## src/rtl/ram8_ctrl_pkg.sv

```systemverilog
// Shared definitions for the ram8 sequencing controller.
// Provides the controller state encoding, the RAM geometry constants and
// the two-way round-robin selection helper used by rr_arbiter2.
package ram8_ctrl_pkg;

    localparam int RAM8_ADDR_W = 3;
    localparam int RAM8_DATA_W = 16;
    localparam int RAM8_DEPTH  = 8;

    typedef enum logic [1:0] {
        ST_INIT   = 2'd0,
        ST_IDLE   = 2'd1,
        ST_ACCESS = 2'd2
    } state_e;

    // One-hot pick between two requesters; on a tie the port that did not
    // win last time is chosen (last = index of the previous winner).
    function automatic logic [1:0] rr_choose(input logic [1:0] req, input logic last);
        logic [1:0] pick;
        case (req)
            2'b01:   pick = 2'b01;
            2'b10:   pick = 2'b10;
            2'b11:   pick = last ? 2'b01 : 2'b10;
            default: pick = 2'b00;
        endcase
        return pick;
    endfunction

endpackage

```

## src/rtl/rr_arbiter2.sv

```systemverilog
// Two-way round-robin picker.
// Ports:
//   clock, reset_n : clock and asynchronous active-low reset
//   req[1:0]       : request vector (bit N = port N)
//   advance        : a grant is being issued this cycle; remember the winner
//   pick[1:0]      : one-hot winner, all-zero when nothing is requested
// The last-winner register resets to 1 so port 0 takes the first tie.
module rr_arbiter2
    import ram8_ctrl_pkg::*;
(
    input  logic       clock,
    input  logic       reset_n,
    input  logic [1:0] req,
    input  logic       advance,
    output logic [1:0] pick
);

    logic last_r;

    // Combinational winner selection from the request vector and history.
    always_comb begin
        pick = rr_choose(req, last_r);
    end

    // Last-winner register; only moves when a grant is actually issued.
    always_ff @(posedge clock or negedge reset_n) begin
        if (!reset_n) begin
            last_r <= 1'b1;
        end else if (advance) begin
            last_r <= pick[1];
        end else begin
            last_r <= last_r;
        end
    end

endmodule

```

## src/rtl/ram8_ctrl.sv

```systemverilog
// Sequencing controller in front of a single ram8 (8 x 16-bit words).
// After reset it optionally fills every word with INIT_VALUE, then shares
// the RAM between two requesters using round-robin arbitration. Each
// accepted command costs one ACCESS cycle followed by one IDLE cycle.
// Ports:
//   clock, reset_n          : clock and asynchronous active-low reset
//   reqN/weN/addrN/wdataN   : command from port N, held until gntN
//   gntN                    : pulse, command of port N executing this cycle
//   ackN                    : pulse, access of port N complete
//   rdataN                  : read data of port N, held between reads
//   ready                   : high once the init sweep has finished
//   ram_in/ram_load/ram_address : drive the ram8 instance
//   ram_out                 : combinational read data from the ram8
// All outputs come straight from registers; next values are computed in
// one combinational block so the RAM controls line up with the state.
module ram8_ctrl
    import ram8_ctrl_pkg::*;
#(
    parameter bit          INIT_ON_RESET = 1'b1,
    parameter logic [15:0] INIT_VALUE    = 16'h0000
) (
    input  logic        clock,
    input  logic        reset_n,
    input  logic        req0,
    input  logic        req1,
    input  logic        we0,
    input  logic        we1,
    input  logic [2:0]  addr0,
    input  logic [2:0]  addr1,
    input  logic [15:0] wdata0,
    input  logic [15:0] wdata1,
    output logic        gnt0,
    output logic        gnt1,
    output logic        ack0,
    output logic        ack1,
    output logic [15:0] rdata0,
    output logic [15:0] rdata1,
    output logic        ready,
    output logic [15:0] ram_in,
    output logic        ram_load,
    output logic [2:0]  ram_address,
    input  logic [15:0] ram_out
);

    localparam state_e      RESET_STATE = INIT_ON_RESET ? ST_INIT : ST_IDLE;
    localparam logic        RESET_LOAD  = INIT_ON_RESET;
    localparam logic [15:0] RESET_IN    = INIT_ON_RESET ? INIT_VALUE : 16'h0000;
    localparam logic [2:0]  LAST_ADDR   = 3'(RAM8_DEPTH - 1);

    state_e      state_r,     state_s;
    logic [2:0]  init_cnt_r,  init_cnt_s;
    logic        cmd_we_r,    cmd_we_s;
    logic [2:0]  cmd_addr_r,  cmd_addr_s;
    logic [15:0] cmd_wdata_r, cmd_wdata_s;
    logic        cmd_port_r,  cmd_port_s;
    logic [1:0]  gnt_r,       gnt_s;
    logic [1:0]  ack_r,       ack_s;
    logic [15:0] rdata0_r,    rdata0_s;
    logic [15:0] rdata1_r,    rdata1_s;
    logic [15:0] ram_in_r,    ram_in_s;
    logic        ram_load_r,  ram_load_s;
    logic [2:0]  ram_addr_r,  ram_addr_s;
    logic [1:0]  arb_req_s;
    logic [1:0]  pick_s;
    logic        advance_s;

    // Requests are only visible to the arbiter while idle, so nothing is
    // granted during init or while an access is executing.
    assign arb_req_s = (state_r == ST_IDLE) ? {req1, req0} : 2'b00;
    assign advance_s = |pick_s;

    rr_arbiter2 u_arb (
        .clock   (clock),
        .reset_n (reset_n),
        .req     (arb_req_s),
        .advance (advance_s),
        .pick    (pick_s)
    );

    // Next-state, command capture and next values of every output register.
    always_comb begin
        state_s     = state_r;
        init_cnt_s  = init_cnt_r;
        cmd_we_s    = cmd_we_r;
        cmd_addr_s  = cmd_addr_r;
        cmd_wdata_s = cmd_wdata_r;
        cmd_port_s  = cmd_port_r;
        gnt_s       = 2'b00;
        ack_s       = 2'b00;
        rdata0_s    = rdata0_r;
        rdata1_s    = rdata1_r;
        ram_in_s    = ram_in_r;
        ram_load_s  = 1'b0;
        ram_addr_s  = ram_addr_r;
        case (state_r)
            ST_INIT: begin
                // ram_address already equals init_cnt; prepare the next word.
                if (init_cnt_r == LAST_ADDR) begin
                    state_s    = ST_IDLE;
                    init_cnt_s = 3'd0;
                end else begin
                    init_cnt_s = init_cnt_r + 3'd1;
                    ram_addr_s = init_cnt_r + 3'd1;
                    ram_in_s   = INIT_VALUE;
                    ram_load_s = 1'b1;
                end
            end
            ST_IDLE: begin
                if (advance_s) begin
                    state_s     = ST_ACCESS;
                    cmd_port_s  = pick_s[1];
                    cmd_we_s    = pick_s[1] ? we1    : we0;
                    cmd_addr_s  = pick_s[1] ? addr1  : addr0;
                    cmd_wdata_s = pick_s[1] ? wdata1 : wdata0;
                    gnt_s       = pick_s;
                    ram_addr_s  = cmd_addr_s;
                    ram_in_s    = cmd_wdata_s;
                    ram_load_s  = cmd_we_s;
                end else begin
                    state_s = ST_IDLE;
                end
            end
            ST_ACCESS: begin
                // The write commits on this edge; a read captures ram_out.
                state_s = ST_IDLE;
                ack_s   = cmd_port_r ? 2'b10 : 2'b01;
                if (cmd_we_r) begin
                    rdata0_s = rdata0_r;
                    rdata1_s = rdata1_r;
                end else if (cmd_port_r) begin
                    rdata1_s = ram_out;
                end else begin
                    rdata0_s = ram_out;
                end
            end
            default: begin
                state_s    = RESET_STATE;
                init_cnt_s = 3'd0;
            end
        endcase
    end

    // State, command register and all output registers.
    always_ff @(posedge clock or negedge reset_n) begin
        if (!reset_n) begin
            state_r     <= RESET_STATE;
            init_cnt_r  <= 3'd0;
            cmd_we_r    <= 1'b0;
            cmd_addr_r  <= 3'd0;
            cmd_wdata_r <= 16'h0000;
            cmd_port_r  <= 1'b0;
            gnt_r       <= 2'b00;
            ack_r       <= 2'b00;
            rdata0_r    <= 16'h0000;
            rdata1_r    <= 16'h0000;
            ram_in_r    <= RESET_IN;
            ram_load_r  <= RESET_LOAD;
            ram_addr_r  <= 3'd0;
        end else begin
            state_r     <= state_s;
            init_cnt_r  <= init_cnt_s;
            cmd_we_r    <= cmd_we_s;
            cmd_addr_r  <= cmd_addr_s;
            cmd_wdata_r <= cmd_wdata_s;
            cmd_port_r  <= cmd_port_s;
            gnt_r       <= gnt_s;
            ack_r       <= ack_s;
            rdata0_r    <= rdata0_s;
            rdata1_r    <= rdata1_s;
            ram_in_r    <= ram_in_s;
            ram_load_r  <= ram_load_s;
            ram_addr_r  <= ram_addr_s;
        end
    end

    assign gnt0        = gnt_r[0];
    assign gnt1        = gnt_r[1];
    assign ack0        = ack_r[0];
    assign ack1        = ack_r[1];
    assign rdata0      = rdata0_r;
    assign rdata1      = rdata1_r;
    assign ready       = (state_r != ST_INIT);
    assign ram_in      = ram_in_r;
    assign ram_load    = ram_load_r;
    assign ram_address = ram_addr_r;

endmodule

```

## config.mk

```make
export PLATFORM = sky130hd
export DESIGN_NAME = ram8_ctrl
export DESIGN_NICKNAME = d
export VERILOG_FILES = /design/src/rtl/ram8_ctrl_pkg.sv /design/src/rtl/rr_arbiter2.sv /design/src/rtl/ram8_ctrl.sv
export SDC_FILE = /design/constraint.sdc
export NUM_CORES = 1
export LEC_CHECK = 0
export ABC_CLOCK_PERIOD_IN_PS = 2000
export CORE_UTILIZATION = 42
export DETAILED_ROUTE_END_ITERATION = 12
export PLACE_DENSITY = 0.89
export SETUP_SLACK_MARGIN = 0.1
export SLEW_MARGIN = 20
export SYNTH_ARGS = -nofsm -noshare
export SYNTH_HDL_FRONTEND = slang
export SYNTH_SLANG_ARGS = --single-unit
```

## constraint.sdc

```tcl
create_clock -name clock -period 2 [get_ports clock]
set_input_delay 0.6 -clock clock [delete_from_list [all_inputs] [get_ports clock]]
set_output_delay 0.6 -clock clock [all_outputs]
set_load 0.05 [all_outputs]
```

---- Word-level counts from Yosys, hierarchy flattened ----
Index checks and enable logic that the tools add are counted.
word-level totals
  flip-flop bits (word level) ............. 64
operators by class
  add/subtract/negate cells ............... 1
  equal/unequal tests ..................... 9
  mux-type cells .......................... 24
  bitwise gates (word level) .............. 2
  reductions and logical operators ........ 9
operator list
  kind                                                                    number
  16-bit two-way mux                                                      3
  16-bit one-hot mux with 2 select lines                                  1
  2-bit two-way mux                                                       8
  3-bit two-way mux                                                       4
  2-bit one-hot mux with 3 select lines                                   2
  3-bit one-hot mux with 2 select lines                                   2
  3-bit AND reduction                                                     3
  2-bit equality test (second input constant)                             3
  2-bit != test (second input constant)                                   3
  2-bit by 1-bit equality test with 1-bit output (second input constant)  2
  2-bit nonzero test                                                      2
  2-bit OR reduction                                                      2
  3-bit by 1-bit adder with 3-bit output (second input constant)          1
  3-bit equality test (second input constant)                             1
  1-bit two-way mux                                                       3
  2-bit logical NOT                                                       1
  1-bit NOT                                                               2
  1-bit one-hot mux with 2 select lines                                   1
  2-bit AND reduction                                                     1

---- Depth between registers and ports, before layout ----
  word-level depth ........................ 7
  mapped depth ............................ 9
  depth with buffers taken out ............ 7

---- Cells and area by module ----
Synthesis repeated with hierarchy kept, for this count alone.
second synthesis, totals
  cell total of the unflattened synthesis .. 216
  area, all modules ....................... 2884.0 µm²
by module, submodules not included
  module       times used  cells each  area an instance (µm²)
  ram8_ctrl    1           211         2820.2
  rr_arbiter2  1           5           63.8

---- Worst setup path after synthesis ----
Ideal clock, no wire load.
  path type ............................... register -> register
  start ................................... register init_cnt_r[0]
  end ..................................... register ram_addr_r[0] (netlist: ram_address[0])
  library setup time ...................... 125 ps
  data arrival time ....................... 1596 ps
  required time ........................... 1875 ps
  slack ................................... 280 ps
  stages on the path, launching flop included .. 6
  path buffers ............................ 0
  cells stage by stage .................... dfrtp_1 -> ha_1 -> ha_1 -> nand2b_1 -> a22oi_4 -> mux2_2
on the way
  word-level cells in the longest chain between the ends .. 3
  elaborated cells on any way between the ends .. 6
  those cells by class .................... 1 x add/sub; 2 x eq/ne; 2 x mux; 1 x reduce/logical
ends and longest elaborated chain
  element                                                                               RTL line                           text
  from (decl)                                                                           ram8_ctrl.sv:51                    logic [2:0] init_cnt_r, init_cnt_s;
  from (signal assigned)                                                                ram8_ctrl.sv:161                   init_cnt_r <= init_cnt_s;
  3-bit by 1-bit adder with 3-bit output / 3-bit equality test (equally long branches)  ram8_ctrl.sv:103, ram8_ctrl.sv:98
  3-bit two-way mux / 2-bit != test (equally long branches)                             --
  3-bit one-hot mux with 2 select lines / 3-bit AND reduction (equally long branches)   --
  to (signal assigned)                                                                  ram8_ctrl.sv:172                   ram_addr_r <= ram_addr_s;
  to (decl)                                                                             ram8_ctrl.sv:62                    logic [2:0] ram_addr_r, ram_addr_s;
Parallel ways exist; a longest one is shown, timed or not. The select of a mux whose other input is x is not followed.
A chain may end at the register's enable or synchronous reset.

---- Worst setup path after layout ----
  start ................................... register state_r[0]
  end ..................................... output port ready
on the way
  word-level cells in the longest chain between the ends .. 1
ends and longest elaborated chain
  element                 RTL line          text
  from (decl)             ram8_ctrl.sv:50   state_e state_r, state_s;
  from (signal assigned)  ram8_ctrl.sv:160  state_r <= state_s;
  2-bit nonzero test      ram8_ctrl.sv:182  assign ready = (state_r != ST_INIT);
  to (decl)               ram8_ctrl.sv:38   output logic ready,
No other way between the ends.

==> results.py <==
metrics = {
    "outcome": {
        "status": "finished, final reports clean",
    },
    "clock_network": {
        "clk_latency_ps": 330,
        "cts_root_buffer": "clkbuf_8",
        "cts_tree": "yes",
        "cts.clk_slew.worst_paths_ps": 80,
        "clk_path_buf_depth": 2,
        "cts_sinks": 64,
        "htreeDepth": 3,
        "numCtsBuffers": 9,
    },
    "cells_and_area": {
        "drive_above_1_share_pct": 37.3,
        "area_delta_synth_final_pct": 52.5,
        "fin_util_pct": 66.7,
        "nFillCells": 484,
        "mostFrequentLayoutCell": "buf_4",
        "seq_area_um2": 1600,
        "diodes": 0,
        "layout_common_cells": "buf_4 (65), dfrtp_1 (62), clkdlybuf4s50_1 (58), mux2_2 (35), nand2_1 (27)",
        "fin_cells": 444,
        "multi_input_area_um2": 1080,
        "nets": 428,
    },
    "drt": {
        "via_per_inst": 5.05,
        "drtIter0Drc": 52,
        "firstDrtPassIters": 4,
        "vias": 2243,
        "finalWirelength_mm": 6.43,
        "avgRoutedWirePerCell_um": 14.5,
        "drcViolationCount": 0,
        "ant_nets": 0,
    },
    "setup_path": {
        "critPathArrivalTime_ps": 1220,
        "crit_path_end_kind": "output pin",
        "r2r_cells": 6,
        "crit_type": "flop to output pin",
        "crit_fanout": 6,
        "ff2ff_setup_slack_ps": 190,
        "crit_path_start": "state_r[0]$_DFFE_PN0N_",
        "startpoint_type": "flop",
        "cp_data_required_time_ps": 1400,
        "r2r_start": "init_cnt_r[0]$_DFFE_PN0N_",
    },
    "logic_synthesis": {
        "synth-main-ff-cell": "dfrtp_1",
        "synth-edff-count": 0,
        "syn_nets": 296,
        "syn_area_per_cell_um2": 12.1,
        "yosysTopAreaCell": "dfrtp_1",
        "synth_area_um2": 2780,
        "synth_cells": 230,
        "synth-warning-count": 0,
        "synth_top_area_share_pct": 55.9,
        "yosysSeqAreaShare_pct": 57.7,
        "ys_types": 29,
        "synthArstFlopShare_pct": 100,
        "synthTopCellsByArea": "dfrtp_1 (56%), mux2_2 (14%), a31oi_1 (3.8%), nand2_1 (3.6%), nand3_1 (2.9%)",
        "ys_ff_latch": 64,
    },
    "sta": {
        "fin_tns_setup_ps": 0,
        "whs_ps": 263,
        "fin_crit_sh_pct": 90.8,
        "finalSetupViolations": 0,
        "slew_headroom_pct": 68.9,
        "min_period_ps": 1820,
        "fmax_ghz": 0.551,
        "fin_skew_ps": 10.4,
        "rsz0062_at_grt": "false",
        "hold_viol": 0,
        "maxSlewViolCount": 0,
        "tightest_slew_ps": 464,
    },
    "power_and_ir_drop": {
        "max-vdd-ir-drop_mv": 1.38,
        "comb_power_share_pct": 59.4,
        "power.switching_uw": 3910,
        "p_leak_uw": 0.00194,
        "internal_power_uw": 4440,
        "p_sw_share_pct": 46.8,
        "pwr-share-seq_pct": 27.2,
        "p_clk_share_pct": 13.4,
        "power.density_nw_per_um2": 1970,
    },
    "floorplan": {
        "coreArea_um2": 6350,
        "die-area_um2": 6940,
        "rows": 29,
        "ios": 117,
        "die_w_um": 83.3,
        "start_util_pct": 43.7,
        "die_height_um": 83.3,
    },
    "global_routing": {
        "grt_usage_pct": 19.5,
        "antenna_found_initial": 0,
        "grt_pass1_vias": 2278,
        "grt_overflow": 0,
        "grt_start_max_net_pins": 65,
        "grt_pass1_wl_mm": 10.7,
    },
    "min_path": {
        "min_path_type": "primary input to async pin",
    },
    "placement": {
        "port-buffer-count": 116,
        "gp_congestion": 0.738,
        "place.detailed.hpwl_mm": 4.53,
        "placedCellCount": 422,
    },
    "job": {
        "maxCapViolCount": 0,
    },
}
[cells in the mapped netlist, types with 2 or more instances]
master	n
nand2_1	27
nand3_1	16
buf_6	5
a31oi_1	17
a21oi_1	4
buf_2	4
inv_1	4
o21ai_0	6
dfrtp_1	62
dfstp_2	2
mux2_2	35
mux2i_1	5
ha_1	6
nand2b_1	2
nor2_1	21
[layer usage]
| layer | up-vias | share of wire, % | global-route usage (%) |
|---|---|---|---|
| met5 | - | 0 | 0 |
| met4 | 0 | 2.5 | 9.40 |
| met3 | 15 | 8.1 | 5.77 |
| met2 | 101 | 48 | 31.7 |
| met1 | 1058 | 42 | 23.6 |
| li1 | 1069 | - | - |
[cells by family after synthesis]
logic type	count (synthesis)	share of synthesized area (%)
AOI/OAI and AO/OA	32	7.57
adders and majority gates	6	2.70
buffers and inverters	15	3.74
DFF	64	57.7
muxes	40	16.0
and+or+nand+nor	73	12.3
[through the flow]
stage	setup WS, ps	power, uW	instance area (um^2)
floorplan	280	5520	2780
global placement	6.11	6810	3920
detailed placement	-79.1	6960	3920
CTS	123	8140	4150
global route	103	8790	4240
finish	185	8350	4240
[registers in the layout (all words and copies together), names as in the netlist]
| name | flops |
|---|---|
| rdata1 | 16 |
| gnt_r | 2 |
| ram_load | 1 |
| ram_address | 3 |
| ram_in | 16 |
| cmd_we_r | 1 |
| rdata0 | 16 |
| u_arb.last_r | 1 |
| state_r | 2 |
| ack_r | 2 |
| cmd_port_r | 1 |
| init_cnt_r | 3 |
[power groups by stage]
stage | sequential (uW) | combinational [uW] | clock (uW)
floorplan | 4060 | 1460 | 0
global placement | 2280 | 4540 | 0
detailed placement | 2300 | 4660 | 0
CTS | 2280 | 4720 | 1140
global route | 2350 | 5230 | 1200
finish | 2270 | 4960 | 1120
[worst max-delay path: stages, from the launching register on]
cell and delay [ps]:
dfrtp_1 400, inv_2 90, ha_4 160, inv_1 80, buf_12 150
[layout make-up]
class                           count  share of cell area [%]
Clock buffer                       10                    3.25
Clock inverter                      6                    1.62
Inverter                            5                   0.473
Multi-Input combinational cell    151                    25.6
Sequential cell                    64                    37.9
Tap cell                           77                    2.27
Timing Repair Buffer              131                    28.9
[path summary, 6_finish.rpt]
kind,to
worst min-delay path,rdata0[4]$_DFFE_PN0P_
max in group asynchronous,u_arb.last_r$_DFFE_PN1P_
worst max-delay path,ready
worst min register to register,init_cnt_r[1]$_DFFE_PN0N_
worst max register to register,ram_address[1]$_DFFE_PN0P_
min in group clock,init_cnt_r[1]$_DFFE_PN0N_
[timing repair]
item / in CTS / in global routing
hold buffers: 0 / 0
pin swaps: 0 / 1
hold endpoints to repair: 0 / 0
endpoints found under the setup margin: 1 / 17
cloned: 0 / 2
resized for setup: 3 / 2
setup buffers: 1 / 3
Note: power is estimated with default switching activity, not from simulation.
